File: config.mk
export PLATFORM = sky130hd
export DESIGN_NAME = addsub_arbiter
export DESIGN_NICKNAME = d
export VERILOG_FILES = /design/src/rtl/addsub_arbiter.sv
export SDC_FILE = /design/constraint.sdc
export NUM_CORES = 1
export LEC_CHECK = 0
export CELL_PAD_IN_SITES_DETAIL_PLACEMENT = 0
export CELL_PAD_IN_SITES_GLOBAL_PLACEMENT = 1
export CORE_MARGIN = 4
export CORE_UTILIZATION = 30
export CTS_CLUSTER_SIZE = 24
export DETAILED_ROUTE_END_ITERATION = 12
export GPL_TIMING_DRIVEN = 0
export PLACE_DENSITY_LB_ADDON = 0.1
export SYNTH_ARGS = -nofsm -noshare
export SYNTH_HDL_FRONTEND = slang
export SYNTH_SLANG_ARGS = --single-unit
export TNS_END_PERCENT = 100
File: constraint.sdc
create_clock -name clk -period 2.6 [get_ports clk]
set_clock_uncertainty 0.1 [all_clocks]
set_input_delay 0.65 -clock clk [delete_from_list [all_inputs] [get_ports clk]]
set_output_delay 0.65 -clock clk [all_outputs]
set_load 0.005 [all_outputs]
File: src/rtl/addsub_arbiter.sv
// addsub_arbiter: two-requester round-robin front end for one shared
// combinational add/subtract unit. A granted operation is latched into the
// datapath operand registers, given one cycle to settle, and its result is
// held in a response register until the consumer accepts it.
// Optional build macro ADDSUB_ARBITER_GRANT_CNT_EN adds per-requester 8-bit
// grant counters (gnt_cnt0, gnt_cnt1).
module addsub_arbiter #(
    parameter int         WIDTH   = 4,
    parameter logic [1:0] ADD_SEL = 2'd0,
    parameter logic [1:0] SUB_SEL = 2'd1
) (
    input  logic             clk,
    input  logic             rst,
    input  logic             req0_valid,
    input  logic             req0_op,
    input  logic [WIDTH-1:0] req0_a,
    input  logic [WIDTH-1:0] req0_b,
    output logic             req0_ready,
    input  logic             req1_valid,
    input  logic             req1_op,
    input  logic [WIDTH-1:0] req1_a,
    input  logic [WIDTH-1:0] req1_b,
    output logic             req1_ready,
    output logic [1:0]       dp_select,
    output logic [WIDTH-1:0] dp_a,
    output logic [WIDTH-1:0] dp_b,
    input  logic [WIDTH-1:0] dp_o,
    output logic             rsp_valid,
    output logic             rsp_id,
    output logic [WIDTH-1:0] rsp_data,
    input  logic             rsp_ready
`ifdef ADDSUB_ARBITER_GRANT_CNT_EN
    ,
    output logic [7:0]       gnt_cnt0,
    output logic [7:0]       gnt_cnt1
`endif
);

    typedef enum logic [1:0] {
        S_IDLE = 2'd0,
        S_EXEC = 2'd1,
        S_RESP = 2'd2
    } state_t;

    state_t           r_state;
    logic             r_rr;        // requester that wins a tie
    logic [1:0]       r_sel;
    logic [WIDTH-1:0] r_a;
    logic [WIDTH-1:0] r_b;
    logic             r_rsp_valid;
    logic             r_rsp_id;
    logic [WIDTH-1:0] r_rsp_data;

    logic             w_idle;
    logic             w_gnt0;
    logic             w_gnt1;
    logic             w_op;
    logic [WIDTH-1:0] w_a;
    logic [WIDTH-1:0] w_b;

    // Winner selection: a lone valid requester wins, a tie goes to r_rr.
    always_comb begin
        w_idle = (r_state == S_IDLE);
        w_gnt0 = w_idle && req0_valid && (!req1_valid || !r_rr);
        w_gnt1 = w_idle && req1_valid && (!req0_valid ||  r_rr);
        w_op   = w_gnt1 ? req1_op : req0_op;
        w_a    = w_gnt1 ? req1_a  : req0_a;
        w_b    = w_gnt1 ? req1_b  : req0_b;
    end

    assign req0_ready = w_gnt0;
    assign req1_ready = w_gnt1;
    assign dp_select  = r_sel;
    assign dp_a       = r_a;
    assign dp_b       = r_b;
    assign rsp_valid  = r_rsp_valid;
    assign rsp_id     = r_rsp_id;
    assign rsp_data   = r_rsp_data;

    // Control FSM: grant in IDLE, settle in EXEC, hold the result in RESP.
    always_ff @(posedge clk or posedge rst) begin
        if (rst) begin
            r_state     <= S_IDLE;
            r_rr        <= 1'b0;
            r_sel       <= ADD_SEL;
            r_a         <= '0;
            r_b         <= '0;
            r_rsp_valid <= 1'b0;
            r_rsp_id    <= 1'b0;
            r_rsp_data  <= '0;
        end else begin
            case (r_state)
                S_IDLE: begin
                    // Operands are sampled only here; later requester
                    // changes cannot disturb the operation in flight.
                    if (w_gnt0 || w_gnt1) begin
                        r_sel    <= w_op ? SUB_SEL : ADD_SEL;
                        r_a      <= w_a;
                        r_b      <= w_b;
                        r_rsp_id <= w_gnt1;
                        r_state  <= S_EXEC;
                    end
                end
                S_EXEC: begin
                    r_rsp_data  <= dp_o;
                    r_rsp_valid <= 1'b1;
                    r_state     <= S_RESP;
                end
                S_RESP: begin
                    // The other requester gets priority after each result.
                    if (rsp_ready) begin
                        r_rsp_valid <= 1'b0;
                        r_rr        <= ~r_rsp_id;
                        r_state     <= S_IDLE;
                    end
                end
                default: r_state <= S_IDLE;
            endcase
        end
    end

`ifdef ADDSUB_ARBITER_GRANT_CNT_EN
    logic [7:0] r_cnt0;
    logic [7:0] r_cnt1;

    // Grant counters, free-running modulo 256.
    always_ff @(posedge clk or posedge rst) begin
        if (rst) begin
            r_cnt0 <= '0;
            r_cnt1 <= '0;
        end else begin
            if (w_gnt0) r_cnt0 <= r_cnt0 + 8'd1;
            if (w_gnt1) r_cnt1 <= r_cnt1 + 8'd1;
        end
    end

    assign gnt_cnt0 = r_cnt0;
    assign gnt_cnt1 = r_cnt1;
`endif

endmodule

==> flow_summary.yaml <==
run_status:
  status: "completed"
logic_synthesis:
  yosysTopAreaCellShare_pct: 51.3
  synth-seq-area-share_pct: 51.3
  synth_cell_type_count: 24
  yosysTopAreaCell: "dfrtp_1"
  synth.area.top_cells: "dfrtp_1, o311ai_1, nand4_1"
  syn_nets: 114
  ys_ff_latch: 18
  synth-main-ff-cell: "dfrtp_1"
  netlist_instances: 87
  yosysMostFrequentCell: "dfrtp_1"
  synth_warnings: 0
  synthTopCellsByCount: "dfrtp_1, inv_1, o21ai_0"
  syn_avg_cell_area_um2: 10.1
  netlist_area_um2: 878
  synth-edff-count: 0
  synthArstFlopShare_pct: 100
placed_design:
  place.gp.congestion: 0.681
  port_buffers: 43
  dpl.hpwl_mm: 1.64
  placed_area_mm2: 0.00135
setup_path:
  critPathLaunchType: "primary input"
  worstSetupEndpointType: "output pin"
  ff2ff_setup_slack_ns: 1.07
  critPathMaxFanout: 10
  critPathKind: "in2out"
  crit_start: "req0_valid"
  r2r_cells: 4
  r2r-end: "dp_b[3]"
  worstSetupEndpoint: "req1_ready"
  arrival_ns: 1.69
  crit_required_ns: 1.85
  r2r_start: "r_state[1]"
finish:
  diodes: 0
  area_growth_pct: 60.0
  nNetsFinal: 163
  layout-drive-gt1-share_pct: 14.8
  fin_area_mm2: 0.00141
  utilization_pct: 50.5
route:
  viasPerCell: 5.14
  wl_mm: 2.31
  via_count: 854
  routedWlPerCell_um: 13.9
  dr.pass1.iters: 7
  ant_nets: 0
  route.detailed.drc: 0
  drtIter0Drc: 28
floorplanning:
  die_y_um: 62.1
  coreArea_mm2: 0.00278
  num_io_pins: 45
  row_count: 19
  dieArea_mm2: 0.00386
  start_util_pct: 31.6
  die_width_um: 62.1
sta:
  setup_tns_ns: 0
  finalSetupViolCount: 0
  period_minus_slack_ns: 2.44
  max_freq_mhz: 411
  worstMarginPinSlew_ns: 0.760
  finalHoldViolations: 0
  period_share_pct: 93.7
  rsz0062_at_grt: "no"
  relSlewSlack_pct: 49.0
  hold_slack_ns: 0.399
  slew_viol_final: 0
clock_tree:
  cts_root_buffer: "clkbuf_4"
  cts_tree: "done"
  clkLatencyLatePin_ns: 0.29
  clockBufferDepth: 2
  cts_inserted_buffers: 3
  cts.sinks: 18
  clk_pin_slew_ns: 0.11
  htreeDepth: 1
worst_hold_path:
  hp-class: "reg2reg"
  whs_path_depth: 1
global_route:
  grt-ovfl-total: 0
  grt_start_max_net_pins: 19
  grt_pass1_vias: 898
  grt_antenna_before_repair: 0
  grt_pass1_wl_mm: 3.92
  track_usage_pct: 12.4
power:
  leakagePower_uw: 0.000621
  p_total_uw: 1420
  powerDensity_mw_per_mm2: 1010
  peakVddDrop_v: 0.000488
job:
  drv_cap: 0
[through the flow]
step | std cells | setup WS (ns)
after floorplan | 87 | 0.718
after global placement | 161 | -0.366
after detailed placement | 161 | -0.357
after CTS | 166 | 0.0320
after global routing | 166 | 0.133
final | 166 | 0.164
[layout by cell type (no fill, tap or decap), drive strengths merged]
master         count
clkdlybuf4s50     39
dfrtp             18
inv               13
o21ai             12
nand4              9
o311ai             9
buf                6
clkbuf             5
mux2               4
dlygate4sd2        3
nor2               3
or2                2
nand2              2
and3               2
nor2b              1
nand2b             1
o21bai             1
a21oi              1
nand3b             1
nor3b              1
conb               1
dlymetal6s2s       1
[worst max-delay path: stages]
cell and delay [ns]:
dlygate4sd2_1 0.26, nand2b_1 0.09, buf_6 0.12, and3_4 0.17
buf_6 0.14, dlygate4sd2_1 0.26
[flip-flops by register name, summed over array words and instances (netlist names)]
register,cells
rsp_valid,1
dp_select,1
r_rr,1
dp_a,4
dp_b,4
rsp_id,1
rsp_data,4
r_state,2
[per-layer routing]
metal	track usage (%)	vias to the layer above	share of wire [%]
met1	14.4	414	43
met3	3.78	2	5.0
met5	0	-	0
met4	4.88	0	0.73
li1	-	410	-
met2	21.0	28	51
[layout make-up]
cell class,count,area [um2]
buffer,6,56.3
clock buffer,4,36.3
fill,266,1380
inverter,13,48.8
multi-input combinational,50,335
sequential,18,453
tap,31,38.8
timing repair buffer,44,437
[worst min path at each step]
| stage | startpoint | to |
|---|---|---|
| global placement | rsp_id | r_rr |
| finish | rsp_id | r_rr |
| floorplan | r_rr | r_rr |
| CTS | rsp_id | r_rr |
| global route | rsp_data[2] | rsp_data[2] |
| detailed placement | rsp_id | r_rr |
[cell families after synthesis]
logic type,count (synthesis),synth area share (%)
DFF,18,51.3
other,1,0.427
and+or+nand+nor,22,15.1
buffers and inverters,19,10.8
muxes,4,5.13
AOI/OAI and AO/OA,23,17.2
[repair_timing]
| item | CTS | global route |
|---|---|---|
| buffers inserted | 1 | 0 |
| setup endpoints to repair | 2 | 1 |
| hold buffers | 0 | 0 |
| gates resized for setup | 6 | 4 |
[power by group]
part	switching, uW	total [uW]	leakage [uW]	internal, uW
combinational	286	725	0.000387	439
sequential	86.4	513	0.000213	426
clock	92.8	178	0.0000210	85.4
total	465	1420	0.000621	951
No activity file was read; power rests on OpenSTA's default activity.
